`src/rtl/pipe_i_decoder.sv`:
```
// Registered instruction decoder between fetch and execute: a small input FIFO
// feeding a valid/ready output register, with an optional load-use interlock.
`timescale 1ns/1ps

module pipe_i_decoder #(
  parameter int QDEPTH    = 2,
  parameter int PC_W      = 32,
  parameter int HAZARD_EN = 1,
  parameter int CNT_W     = 16
) (
  input  logic             clk,
  input  logic             rst_n,
  input  logic             flush,
  input  logic             in_valid,
  output logic             in_ready,
  input  logic [31:0]      in_instr,
  input  logic [PC_W-1:0]  in_pc,
  output logic             out_valid,
  input  logic             out_ready,
  output logic [PC_W-1:0]  out_pc,
  output logic [4:0]       out_rs,
  output logic [4:0]       out_rt,
  output logic [3:0]       Af,
  output logic             I,
  output logic             ALU_MUX_SEL,
  output logic [4:0]       Cad,
  output logic             GP_WE,
  output logic [1:0]       GP_MUX_SEL,
  output logic [3:0]       Bf,
  output logic             DM_WE,
  output logic [2:0]       Shift_type,
  output logic [1:0]       PC_MUX_SEL,
  output logic [CNT_W-1:0] stall_cnt
);

  localparam int AW = $clog2(QDEPTH);
  localparam int CW = AW + 1;
  localparam logic [CW-1:0] FULL = CW'(QDEPTH);
  localparam bit HZ_ON = (HAZARD_EN != 0);

  typedef struct packed {
    logic [3:0] af;
    logic       i;
    logic       alu_mux_sel;
    logic [4:0] cad;
    logic       gp_we;
    logic [1:0] gp_mux_sel;
    logic [3:0] bf;
    logic       dm_we;
    logic [2:0] shift_type;
    logic [1:0] pc_mux_sel;
    logic       is_load;
  } dec_t;

  function automatic dec_t decode(input logic [31:0] instr);
    logic [5:0] opc, fun;
    logic [4:0] rt, rd;
    logic       r_t, j_t, i_t, jal, jr, jalr, srl, ld, alu, br;
    dec_t       d;
    opc  = instr[31:26];
    fun  = instr[5:0];
    rt   = instr[20:16];
    rd   = instr[15:11];
    r_t  = !opc[5] && (opc[3:0] == 4'd0);
    j_t  = (opc[5:2] == 4'd0) && opc[1];
    i_t  = !(r_t || j_t);
    jal  = (opc == 6'd3);
    jr   = (opc == 6'd0) && (fun == 6'd8);
    jalr = (opc == 6'd0) && (fun == 6'd9);
    srl  = (opc == 6'd0) && (fun == 6'd2);
    ld   = (opc[5:3] == 3'b100);
    alu  = (r_t && (fun[5:4] == 2'b10)) || (i_t && (opc[5:3] == 3'b001));
    // Branch qualification looks at the rt field (REGIMM/blez/bgtz encodings), not fun.
    br   = (opc[5:3] == 3'b000) &&
           (((opc[2:0] == 3'b001) && (rt[4:1] == 4'd0)) ||
            (opc[2:1] == 2'b10) ||
            ((opc[2:1] == 2'b11) && (rt == 5'd0)));
    d             = '0;
    d.af          = r_t ? fun[3:0] : {!opc[2] && opc[1], opc[2:0]};
    d.i           = i_t;
    d.alu_mux_sel = r_t;
    d.cad         = jal ? 5'd31 : (r_t ? rd : rt);
    d.gp_we       = alu || srl || ld || jal || jalr;
    d.gp_mux_sel  = alu ? 2'd0 : (opc == 6'h23) ? 2'd1 : srl ? 2'd2 : 2'd3;
    d.bf          = {instr[28:26], instr[16]};
    d.dm_we       = (opc == 6'h2B);
    d.shift_type  = instr[2:0];
    d.pc_mux_sel  = (jr || jalr) ? 2'd0 : br ? 2'd1 : (j_t || jal) ? 2'd2 : 2'd3;
    d.is_load     = ld;
    return d;
  endfunction

  logic [31:0]     mem_instr_q [QDEPTH];
  logic [PC_W-1:0] mem_pc_q    [QDEPTH];
  logic [AW-1:0]   wr_ptr_q, wr_ptr_d, rd_ptr_q, rd_ptr_d;
  logic [CW-1:0]   count_q, count_d;
  logic            out_valid_q, out_valid_d;
  dec_t            out_dec_q, out_dec_d;
  logic [PC_W-1:0] out_pc_q, out_pc_d;
  logic [4:0]      out_rs_q, out_rs_d, out_rt_q, out_rt_d;
  logic [CNT_W-1:0] stall_cnt_q, stall_cnt_d;

  logic [31:0] head_instr;
  logic        not_empty, push, pop, adv, hazard, issue, stall;

  assign head_instr = mem_instr_q[rd_ptr_q];
  assign not_empty  = (count_q != '0);
  assign in_ready   = (count_q != FULL) && !flush;
  assign push       = in_valid && in_ready;
  assign adv        = !out_valid_q || out_ready;
  assign hazard     = HZ_ON && out_valid_q && out_dec_q.is_load && (out_dec_q.cad != 5'd0) &&
                      ((out_dec_q.cad == head_instr[25:21]) || (out_dec_q.cad == head_instr[20:16]));
  assign issue      = adv && not_empty && !hazard && !flush;
  assign stall      = adv && not_empty && hazard && !flush;
  assign pop        = issue;

  always_comb begin
    // NOTE: every next-state signal gets its hold value first so no path leaves it unassigned (no latches).
    wr_ptr_d    = wr_ptr_q;
    rd_ptr_d    = rd_ptr_q;
    count_d     = count_q;
    out_valid_d = out_valid_q;
    out_dec_d   = out_dec_q;
    out_pc_d    = out_pc_q;
    out_rs_d    = out_rs_q;
    out_rt_d    = out_rt_q;
    stall_cnt_d = stall_cnt_q;
    if (flush) begin
      wr_ptr_d    = '0;
      rd_ptr_d    = '0;
      count_d     = '0;
      out_valid_d = 1'b0;
    end else begin
      if (push) wr_ptr_d = wr_ptr_q + 1'b1;
      if (pop)  rd_ptr_d = rd_ptr_q + 1'b1;
      case ({push, pop})
        2'b10:   count_d = count_q + 1'b1;
        2'b01:   count_d = count_q - 1'b1;
        default: count_d = count_q;
      endcase
      if (adv) begin
        out_valid_d = issue;
        if (issue) begin
          out_dec_d = decode(head_instr);
          out_pc_d  = mem_pc_q[rd_ptr_q];
          out_rs_d  = head_instr[25:21];
          out_rt_d  = head_instr[20:16];
        end
      end
      if (stall && (stall_cnt_q != '1)) stall_cnt_d = stall_cnt_q + 1'b1;
    end
  end

  // NOTE: state is updated only with non-blocking assignments so all registers sample the same pre-edge values.
  always_ff @(posedge clk or negedge rst_n) begin
    if (!rst_n) begin
      wr_ptr_q    <= '0;
      rd_ptr_q    <= '0;
      count_q     <= '0;
      out_valid_q <= 1'b0;
      out_dec_q   <= '0;
      out_pc_q    <= '0;
      out_rs_q    <= '0;
      out_rt_q    <= '0;
      stall_cnt_q <= '0;
    end else begin
      wr_ptr_q    <= wr_ptr_d;
      rd_ptr_q    <= rd_ptr_d;
      count_q     <= count_d;
      out_valid_q <= out_valid_d;
      out_dec_q   <= out_dec_d;
      out_pc_q    <= out_pc_d;
      out_rs_q    <= out_rs_d;
      out_rt_q    <= out_rt_d;
      stall_cnt_q <= stall_cnt_d;
    end
  end

  // NOTE: the queue is only a few entries deep, so its storage is cleared on reset like any other state.
  always_ff @(posedge clk or negedge rst_n) begin
    if (!rst_n) begin
      for (int k = 0; k < QDEPTH; k++) begin
        mem_instr_q[k] <= '0;
        mem_pc_q[k]    <= '0;
      end
    end else if (push) begin
      mem_instr_q[wr_ptr_q] <= in_instr;
      mem_pc_q[wr_ptr_q]    <= in_pc;
    end
  end

  assign out_valid   = out_valid_q;
  assign out_pc      = out_pc_q;
  assign out_rs      = out_rs_q;
  assign out_rt      = out_rt_q;
  assign Af          = out_dec_q.af;
  assign I           = out_dec_q.i;
  assign ALU_MUX_SEL = out_dec_q.alu_mux_sel;
  assign Cad         = out_dec_q.cad;
  assign GP_WE       = out_dec_q.gp_we;
  assign GP_MUX_SEL  = out_dec_q.gp_mux_sel;
  assign Bf          = out_dec_q.bf;
  assign DM_WE       = out_dec_q.dm_we;
  assign Shift_type  = out_dec_q.shift_type;
  assign PC_MUX_SEL  = out_dec_q.pc_mux_sel;
  assign stall_cnt   = stall_cnt_q;

endmodule
```
`config.mk`:
```
export PLATFORM = sky130hd
export DESIGN_NAME = pipe_i_decoder
export DESIGN_NICKNAME = d
export VERILOG_FILES = /design/src/rtl/pipe_i_decoder.sv
export SDC_FILE = /design/constraint.sdc
export NUM_CORES = 1
export LEC_CHECK = 0
export CAP_MARGIN = 20
export CORE_MARGIN = 1
export CORE_UTILIZATION = 45
export DETAILED_ROUTE_END_ITERATION = 8
export DONT_BUFFER_PORTS = 1
export PLACE_DENSITY = 0.58
export SLEW_MARGIN = 40
export SYNTH_ARGS = -nofsm -noshare
export SYNTH_HDL_FRONTEND = slang
export SYNTH_SLANG_ARGS = --single-unit
export TNS_END_PERCENT = 20
```
`constraint.sdc`:
```
create_clock -name clk -period 2.5 [get_ports clk]
set_input_delay 0.25 -clock clk [delete_from_list [all_inputs] [get_ports clk]]
set_output_delay 0.25 -clock clk [all_outputs]
set_load 0.05 [all_outputs]
```
==> summary.txt <==
Flow run
  • Max_cap viols: 0

Logic synthesis
  • Syn Std Cell Area: 0.00915 mm²
  • Area share of the largest cell type after synthesis: 56.0%
  • Synth unique cells: 48
  • Number of synthesized register bits: 205
  • Yosys top cell by area: dfrtp_1
  • Async S/R FF share, synth: 100%
  • Post-synthesis sequential area ratio: 56.0%
  • Post-Syn Instances: 724
  • Most used standard cell by instance count after synthesis: dfrtp_1
  • Yosys warns: 0
  • Syn Area/Cell: 12.6 µm²
  • Number of enable flip-flop cells after synthesis: 0
  • Synth Net Count: 794
  • Post-synth top cells: dfrtp_1 (205), mux2_2 (133), a21oi_1 (115), mux2i_1 (54), buf_4 (32)
  • Synth area leaders: dfrtp_1 (56%), mux2_2 (16%), a21oi_1 (6.3%)
  • Top FF cell, synth: dfrtp_1

Clock tree
  • CTS tree: yes
  • Clk root buf: clkbuf_16
  • Clock latency on the worst-skew pair: 0.51 ns
  • CTS max path bufs: 3
  • Total clock sinks: 205
  • Cts hold-fix bufs: 61
  • Clock H-tree levels: 1
  • Num CTS Buffers: 24
  • CTS clk-pin slew, worst paths: 0.06 ns

Worst setup path
  • Worst R2R Setup Slack: 0.003 ns
  • Critical path type: reg -> reg
  • R2r startpoint: rd_ptr_q$_DFFE_PN0P_
  • Crit path max fanout: 7
  • Worst endpoint required time: 2.89 ns
  • Worst setup EP type: flop
  • Arrival time worst endpoint: 2.89 ns
  • Worst r2r dst: GP_MUX_SEL[1]$_DFFE_PN0P_
  • Reg2reg path depth: 10
  • Startpoint class of the critical path: flop

Global route
  • First-pass GRT wire length: 33,100 µm
  • Met3 GRT Util: 5.93%
  • Met1 usage: 25.5%
  • Vias in the first global route: 6,340
  • GR peak layer: met2
  • Total global routing overflow: 0
  • Total global-route track usage: 20.4%
  • Met2 GRT Util: 34.0%
  • Largest net degree at the start of global routing: 206
  • Initial antenna violation count: 3

Run status
  • Violated checks: negative hold slack
  • Status: finished, violations left

Pwr
  • Max VDD drop: 0.000599 V
  • Lkg Pwr: 0.00471 µW
  • Power per cell area: 1350 mW/mm²

Drt
  • Via count: 6,081
  • Avg WL per Cell: 19.6 µm
  • Drt drc: 0
  • DR pass1 iterations: 4
  • DR vias/cell: 5.55
  • DRT iter0 DRCs: 344
  • Post-DRT Antenna Nets: 0
  • Total wire length: 21,400 µm

Placed design
  • Dpl ws: -0.0600 ns
  • Final GP Congestion: 0.807
  • Hpwl dp: 13,600 µm
  • Port Buffers: 0

STA
  • Crit path time final: 2.50 ns
  • Max frequency: 401 MHz
  • Worst-Margin Slew: 0.654 ns
  • WHS: -0.553 ns
  • Hold Vio Cnt, Final: 205
  • Fin. max-slew vios: 0
  • RSZ-0062 raised after global routing: true
  • Worst slew margin: 56.4%
  • Period utilization: 99.9%
  • Final setup violation count: 0
  • Final WS setup: 0.00314 ns
  • Clock skew: 0.0123 ns

Layout
  • FILL cells: 1,590
  • Final Util: 57.3%
  • # nets final: 883
  • Layout cell share with drive strength beyond 1: 32.1%
  • Area Overhead vs Synth: 23.4%

Floorplanning
  • Die ar.: 0.0209 mm²
  • FP Rows: 51
  • Die Span X: 145 µm
  • Starting Density: 46.4%
  • Core area: 0.0197 mm²
  • Io pins: 153
  • Die height: 145 µm

Worst hold path
  • HP Class: in -> async
[cells by family after synthesis]
logic type	Yosys count	share of synthesized area (%)
adder cells (fa/ha/maj)	1	0.137
multiplexers	191	23.3
buffers and inverters	68	4.24
XOR/XNOR	25	2.39
AO/OA/AOI/OAI	145	8.94
flip-flops	205	56.0
AND/OR/NAND/NOR	89	5.00
[registers in the layout (all words and copies together), names as in the netlist, 5 cells and up]
name and cells:
mem_instr_q 54, Cad 5, mem_pc_q 64, stall_cnt 16, out_rs 5, out_pc 32
[cells in the final DEF (no fill, tap or decap), drive strengths merged, types with 3 or more instances in the layout]
| cell type | netlist | final |
|---|---|---|
| dfrtp | 205 | 205 |
| mux2 | 133 | 133 |
| a21oi | 115 | 115 |
| buf | 49 | 66 |
| dlygate4sd3 | 0 | 61 |
| mux2i | 54 | 54 |
| clkbuf | 16 | 36 |
| nor2 | 25 | 25 |
| nor3 | 16 | 16 |
| nand2 | 15 | 15 |
| xor2 | 15 | 15 |
| o21ai | 10 | 10 |
| xnor2 | 10 | 10 |
| nand3 | 8 | 8 |
| nor4 | 5 | 5 |
| mux4 | 4 | 4 |
| clkinv | 0 | 4 |
| diode | 0 | 3 |
| inv | 3 | 3 |
| nor3b | 3 | 3 |
| nand4 | 3 | 3 |
| o211ai | 3 | 3 |
[layer usage]
| metal | up-vias | wire [µm] |
|---|---|---|
| met5 | - | 0 |
| met4 | 0 | 490 |
| met3 | 40 | 1580 |
| li1 | 2777 | - |
| met2 | 162 | 10500 |
| met1 | 3102 | 8910 |
[power breakdown]
| part | internal, µW | total (µW) | switching (µW) | leakage [µW] |
|---|---|---|---|---|
| Clock | 2090 | 3380 | 1290 | 0.000386 |
| Combinational | 2310 | 4540 | 2230 | 0.00191 |
| Sequential | 4670 | 7320 | 2650 | 0.00242 |
[layout make-up]
class	count	area, µm²	share of cell area (%)
Sequential cell	205	5130	45.5
Timing Repair Buffer	128	1220	10.8
Antenna cell	3	7.51	0.0665
Multi-Input combinational cell	451	3810	33.7
Clock buffer	35	723	6.40
Clock inverter	6	57.6	0.510
Inverter	3	11.3	0.0997
Tap cell	265	332	2.94
[through the flow]
step / power (µW) / TNS, ns / hold WS [ns] / instance area (µm²) / cells
finish: 15200 / 0 / -0.553 / 11300 / 1096
global route: 16100 / -1.22 / -0.582 / 11300 / 1095
CTS: 15000 / 0 / -0.581 / 11000 / 1077
detailed placement: 11400 / -0.0922 / -0.0376 / 9590 / 973
global placement: 11200 / 0 / -0.0388 / 9590 / 973
floorplan: 10400 / 0 / -0.0456 / 9160 / 724
[worst max-delay path by stage]
stage	from	end	slack (ns)	cells past startpoint
floorplan	stall_cnt[4]$_DFFE_PN0P_	stall_cnt[5]$_DFFE_PN0P_	0.07	6
global placement	rd_ptr_q$_DFFE_PN0P_	count_q[0]$_DFFE_PN0P_	0.03	7
detailed placement	rd_ptr_q$_DFFE_PN0P_	count_q[0]$_DFFE_PN0P_	-0.06	7
CTS	rd_ptr_q$_DFFE_PN0P_	GP_MUX_SEL[0]$_DFFE_PN0P_	0.01	8
global route	rd_ptr_q$_DFFE_PN0P_	GP_MUX_SEL[1]$_DFFE_PN0P_	-0.05	9
finish	rd_ptr_q$_DFFE_PN0P_	GP_MUX_SEL[1]$_DFFE_PN0P_	0.003	10
[timing repair]
action,in CTS,in global routing
pin swaps,1,6
gates resized for setup,2,26
buffers inserted,2,14
endpoints found under the setup margin,13,53
endpoints found under the hold margin,327,205
cloned,0,2
[critical path, stage by stage (launching register included)]
cell	delay, ns
dfrtp_4	0.53
buf_6	0.14
mux2i_4	0.18
xnor2_1	0.20
nor4_2	0.05
buf_4	0.15
a32o_2	0.27
nor3_4	0.24
buf_6	0.15
clkbuf_16	0.15
mux2_2	0.32
Power figures use the tool's default switching activity.
